$ cat src/rtl/alu_arb_pkg.sv
// Shared sizing constants and FSM state type for the ALU result-mux arbiter.
package alu_arb_pkg;

  localparam int unsigned NUM_REQ = 8;
  localparam int unsigned SEL_W   = 3;

  typedef enum logic {
    IDLE = 1'b0,
    BUSY = 1'b1
  } arb_state_e;

endpackage : alu_arb_pkg

$ cat src/rtl/rr_pick8.sv
// Rotating-priority picker: first set request scanning ptr, ptr+1, ... mod 8.
module rr_pick8
  import alu_arb_pkg::*;
(
  input  logic [NUM_REQ-1:0] req_i,
  input  logic [SEL_W-1:0]   ptr_i,
  output logic [SEL_W-1:0]   pick_o,
  output logic               any_o
);

  logic [2*NUM_REQ-1:0] req_dbl;
  logic [NUM_REQ-1:0]   req_rot;
  logic [SEL_W-1:0]     rot_idx;

  // Rotate so ptr lands on bit 0, take the lowest set bit, then undo the rotation.
  always_comb begin
    req_dbl = {req_i, req_i} >> ptr_i;
    req_rot = req_dbl[NUM_REQ-1:0];
    rot_idx = '0;
    for (int unsigned i = 0; i < NUM_REQ; i++) begin
      if (req_rot[NUM_REQ-1-i]) begin
        rot_idx = SEL_W'(NUM_REQ-1-i);
      end
    end
    pick_o = rot_idx + ptr_i;
    any_o  = |req_i;
  end

endmodule : rr_pick8

$ cat src/rtl/alu_mux_rr_arbiter.sv
// Round-robin owner of the ALU 8:1 result-mux select, with hold-time limit.
module alu_mux_rr_arbiter
  import alu_arb_pkg::*;
#(
  parameter int unsigned MAX_HOLD = 8,
  parameter int unsigned HOLD_W   = 4
) (
  input  logic               clock_i,
  input  logic               reset_n_i,
  input  logic [NUM_REQ-1:0] req_i,
  input  logic [NUM_REQ-1:0] release_i,
  output logic [NUM_REQ-1:0] grant_o,
  output logic [SEL_W-1:0]   sel_o,
  output logic               busy_o,
  output logic               timeout_o
);

  arb_state_e         state_q;
  logic [SEL_W-1:0]   ptr_q;
  logic [SEL_W-1:0]   owner_q;
  logic [HOLD_W-1:0]  hold_cnt_q;
  logic [NUM_REQ-1:0] grant_q;
  logic [SEL_W-1:0]   sel_q;
  logic               busy_q;
  logic               timeout_q;

  logic [SEL_W-1:0]   pick;
  logic               any_req;
  logic [NUM_REQ-1:0] grant_d;
  logic               exit_normal;
  logic               exit_forced;

  rr_pick8 u_pick (
    .req_i  (req_i),
    .ptr_i  (ptr_q),
    .pick_o (pick),
    .any_o  (any_req)
  );

  // Next one-hot grant and BUSY exit conditions; a release always beats a timeout.
  always_comb begin
    grant_d     = NUM_REQ'(1) << pick;
    exit_normal = release_i[owner_q] | ~req_i[owner_q];
    exit_forced = ~exit_normal && (hold_cnt_q == HOLD_W'(MAX_HOLD - 1));
  end

  // Arbitration FSM with registered grant, select, busy and timeout outputs.
  always_ff @(posedge clock_i) begin
    if (!reset_n_i) begin
      state_q    <= IDLE;
      ptr_q      <= '0;
      owner_q    <= '0;
      hold_cnt_q <= '0;
      grant_q    <= '0;
      sel_q      <= '0;
      busy_q     <= 1'b0;
      timeout_q  <= 1'b0;
    end else begin
      case (state_q)
        IDLE: begin
          timeout_q <= 1'b0;
          if (any_req) begin
            owner_q    <= pick;
            sel_q      <= pick;
            grant_q    <= grant_d;
            busy_q     <= 1'b1;
            hold_cnt_q <= '0;
            state_q    <= BUSY;
          end else begin
            grant_q <= '0;
            busy_q  <= 1'b0;
          end
        end
        BUSY: begin
          if (exit_normal || exit_forced) begin
            grant_q    <= '0;
            busy_q     <= 1'b0;
            ptr_q      <= owner_q + 1'b1;
            hold_cnt_q <= '0;
            timeout_q  <= exit_forced;
            state_q    <= IDLE;
          end else begin
            hold_cnt_q <= hold_cnt_q + 1'b1;
            timeout_q  <= 1'b0;
          end
        end
        default: state_q <= IDLE;
      endcase
    end
  end

  assign grant_o   = grant_q;
  assign sel_o     = sel_q;
  assign busy_o    = busy_q;
  assign timeout_o = timeout_q;

endmodule : alu_mux_rr_arbiter

$ cat config.mk
export PLATFORM = sky130hd
export DESIGN_NAME = alu_mux_rr_arbiter
export DESIGN_NICKNAME = d
export VERILOG_FILES = /design/src/rtl/alu_arb_pkg.sv /design/src/rtl/rr_pick8.sv /design/src/rtl/alu_mux_rr_arbiter.sv
export SDC_FILE = /design/constraint.sdc
export NUM_CORES = 1
export LEC_CHECK = 0
export CORE_MARGIN = 3
export CORE_UTILIZATION = 45
export DETAILED_ROUTE_END_ITERATION = 12
export GPL_TIMING_DRIVEN = 0
export PLACE_DENSITY = 0.74
export SLEW_MARGIN = 20
export SYNTH_ARGS = -nofsm -noshare
export SYNTH_HDL_FRONTEND = slang
export SYNTH_SLANG_ARGS = --single-unit
$ cat constraint.sdc
create_clock -name clock_i -period 4.2 [get_ports clock_i]
set_input_delay 0.84 -clock clock_i [delete_from_list [all_inputs] [get_ports clock_i]]
set_output_delay 0.84 -clock clock_i [all_outputs]
set_load 0.005 [all_outputs]
==> impl_metrics.ini <==
[worst_setup_path]
timing.critical_path.slowest_cell_delay_ps = 560
worst_r2r_path_depth = 13
timing.setup.critical_path_class = in -> reg
end_kind = flip-flop
critPathMaxFanout = 9
critPathLaunchType = input pin
crit_path_top_delay_cell = sky130_fd_sc_hd__clkdlybuf4s50_1
critical_path.cell_chain = clkdlybuf4s50_1 -> mux2_1 -> mux2_2 -> a211oi_1 -> a21oi_1 -> o31ai_1 -> ha_1 -> inv_1 -> fa_1 -> xnor2_1 -> xnor2_2 -> a22o_1
worst_ep_required_time_ps = 4400
arrival_ps = 4120

[power_and_ir_drop]
ir_worst_vdd_v = 0.000304
power_density_mw_per_mm2 = 509
total_power_mw = 1.04
cellLeakagePower_nw = 0.749

[place]
port_buffers = 29
place.detailed.hpwl_microns = 2900
place_congestion = 0.827

[finish]
final_layout_net_count = 243
num_antenna_cells = 0
layout-drive-gt1-share_pct = 12.3
syn_to_final_growth_pct = 23.8

[flow_run]
drv_cap = 0

[sta]
ratio_of_final_minimum_period_to_clock_period_pct = 93.3
final-max-slew-violation-count = 0
rsz0062_at_grt = no
fin_worst_skew_ps = 2.21
max_slew_margin_pct = 61.7
max_slew.worst_pin.slew_ps = 570
timing.fmax_mhz = 255
fin_crit_ps = 3920
fin_worst_hold_slack_ps = 450
final-hold-violation-count = 0
fin_tns_setup_ps = 0
timing.final.setup_violations = 0

[clock_network]
cts_num_sinks = 21
root_buffer = sky130_fd_sc_hd__clkbuf_8
post_cts.resized_instances = 0
quantity_of_hold_fixing_buffers_added_after_cts = 0
cts-htree-levels = 1
post_cts.repair.setup_buffers = 0
clockBufferDepth = 2
clock_insertion_delay_worst_skew_ps = 260
tritoncts_clock_tree = done
cts.clk_slew.worst_paths_ps = 70
clock_buffer_count_from_cts = 3

[synthesis]
ys_ff_latch = 21
synthFlopType = sky130_fd_sc_hd__dfxtp_1
synth-async-reset-ratio_pct = 0
seq_area_frac_synth_pct = 25.4
syn_inst = 187
yosys-top-cells-area = sky130_fd_sc_hd__dfxtp_1 25%, sky130_fd_sc_hd__mux4_2 12%, sky130_fd_sc_hd__mux2i_1 6.7%
count_of_different_cell_masters_after_synthesis = 50
synth.top_cell.area_share_pct = 25.4
synth_warn = 0
netlist_area_sq_mm = 0.00165
synth_edf_count = 0
post-synth-top-area-cell = sky130_fd_sc_hd__dfxtp_1
synth_nets = 209
syn-mean-instance-area_sq_um = 8.85

[drt]
drt.antenna.violating_nets = 0
avgViaCountPerCell = 5.72
via_count = 1522
post-route-drc-count = 0
detailedRoute.firstPassIterationCount = 4
dr_wl_cell_microns = 14.0
initialDrtViolationCount = 93
route.final.wire_length_microns = 3720

[floorplanning]
rows = 21
die_w_microns = 66.6
chipHeight_microns = 66.6
floorplan.io_pins = 31
die-area_sq_mm = 0.00444
floorplan.core_area_sq_mm = 0.00344
initial_standard_cell_utilization_of_the_core_pct = 48.1

[global_routing]
groute.usage.overall_pct = 18.4
grt_pass1_wl_microns = 6510
antenna_found_initial = 0
grt_max_degree = 12
grt_pass1_vias = 1435
globalRouteOverflowTotal = 0

[worst_hold_path]
min_delay_path_depth = 2
timing.hold.worst.class = reg -> reg

[outcome]
outcome = finished clean
[state kept, by name (all words and copies together) (netlist names)]
signal,cells
grant_o,8
hold_cnt_q,4
ptr_q,3
sel_o,3
busy_o,1
state_q,1
timeout_o,1
[synthesized netlist by cell type (2+ instances only)]
cell	instances
sky130_fd_sc_hd__o21ai_0	4
sky130_fd_sc_hd__dfxtp_1	21
sky130_fd_sc_hd__inv_2	2
sky130_fd_sc_hd__nand2_1	15
sky130_fd_sc_hd__and3_1	2
sky130_fd_sc_hd__buf_2	3
sky130_fd_sc_hd__a2111oi_0	5
sky130_fd_sc_hd__mux4_2	9
sky130_fd_sc_hd__nor2_1	22
sky130_fd_sc_hd__ha_1	3
sky130_fd_sc_hd__mux2_2	2
sky130_fd_sc_hd__o31ai_1	3
sky130_fd_sc_hd__a21oi_1	9
sky130_fd_sc_hd__a211oi_1	6
sky130_fd_sc_hd__o21ai_1	3
sky130_fd_sc_hd__nand3_1	3
sky130_fd_sc_hd__nand4_1	2
sky130_fd_sc_hd__nor2b_1	6
sky130_fd_sc_hd__mux2i_1	11
sky130_fd_sc_hd__nor3b_1	3
sky130_fd_sc_hd__inv_1	11
sky130_fd_sc_hd__clkbuf_1	5
sky130_fd_sc_hd__a22oi_1	2
sky130_fd_sc_hd__or3_1	2
sky130_fd_sc_hd__xnor2_1	3
sky130_fd_sc_hd__a22o_1	4
sky130_fd_sc_hd__nand2b_1	3
[logic make-up after synthesis]
group | share of synthesized area, %
and+or+nand+nor | 19.7
AOI/OAI and AO/OA | 21.0
muxes | 21.9
buffers and inverters | 6.05
DFF | 25.4
xor gates and xnor gates | 2.57
adders and majority gates | 3.48
[worst max-delay path: cells and delay by family]
family / cells / cell delay (ps)
xor+xnor: 2 / 560
fa+ha+maj: 2 / 580
buf+inv: 2 / 610
compound gates: 4 / 880
mux: 2 / 660
[where the power goes]
part	switching [mW]	total, mW	internal [mW]	leakage [nW]
Sequential	0.0377	0.283	0.245	0.171
Combinational	0.330	0.630	0.300	0.555
Clock	0.0612	0.129	0.0675	0.0228
Total	0.429	1.04	0.612	0.749
[placed cells by master, fill, tap and decap left out, types with 2 or more instances in the layout]
cell type                         instances
sky130_fd_sc_hd__xnor2_1                  3
sky130_fd_sc_hd__dfxtp_1                 21
sky130_fd_sc_hd__o31ai_1                  3
sky130_fd_sc_hd__nor2b_1                  6
sky130_fd_sc_hd__nand2_1                 15
sky130_fd_sc_hd__o21ai_1                  3
sky130_fd_sc_hd__nor3b_1                  3
sky130_fd_sc_hd__ha_1                     3
sky130_fd_sc_hd__nand2b_1                 3
sky130_fd_sc_hd__mux2_2                   2
sky130_fd_sc_hd__nor2_1                  22
sky130_fd_sc_hd__inv_2                    2
sky130_fd_sc_hd__mux2i_1                 11
sky130_fd_sc_hd__clkbuf_1                 6
sky130_fd_sc_hd__and3_1                   2
sky130_fd_sc_hd__clkbuf_8                 3
sky130_fd_sc_hd__inv_1                   11
sky130_fd_sc_hd__a22oi_1                  2
sky130_fd_sc_hd__clkdlybuf4s50_1         29
sky130_fd_sc_hd__nand4_1                  2
sky130_fd_sc_hd__o21ai_0                  4
sky130_fd_sc_hd__nand3_1                  3
sky130_fd_sc_hd__a21oi_1                  9
sky130_fd_sc_hd__a22o_1                   4
sky130_fd_sc_hd__buf_2                    3
sky130_fd_sc_hd__a211oi_1                 6
sky130_fd_sc_hd__or3_1                    2
sky130_fd_sc_hd__a2111oi_0                5
sky130_fd_sc_hd__mux4_2                   9
[stage by stage]
step,std cells,worst slack (ps),utilization (%),area [sq um]
detailed placement,262,37.4,58.2,2000
CTS,266,281,59.5,2050
global placement,262,24.2,58.2,2000
global route,266,53.8,59.5,2050
finish,266,282,59.5,2050
floorplan,187,970,-,1650
[per-layer routing]
metal / global-route usage, % / vias up / wire length (microns)
met1: 24.5 / 716 / 1720
li1: - / 765 / -
met3: 3.20 / 5 / 158
met5: 0 / - / 0
met4: 3.55 / 0 / 22
met2: 31.3 / 36 / 1820
[final cells by class]
cell class                 instances  area (sq um)
clock buffer                       4          45.0
timing repair buffer              29           290
inverter                          14          55.1
tap                               46          57.6
buffer                             9          45.0
sequential                        21           420
multi-input combinational        143          1130
fill                             318          1400
[worst paths after layout]
| path | startpoint | endpoint | slack (ps) |
|---|---|---|---|
| setup / recovery | req_i[0] | grant_o[1]$_SDFFE_PN0P_ | 280 |
| hold / removal | busy_o$_SDFFE_PN0P_ | busy_o$_SDFFE_PN0P_ | 450 |
| setup reg to reg | ptr_q[1]$_SDFFE_PN0P_ | grant_o[1]$_SDFFE_PN0P_ | 560 |
| hold reg to reg | busy_o$_SDFFE_PN0P_ | busy_o$_SDFFE_PN0P_ | 450 |
Note: power is estimated with default switching activity, not from simulation.
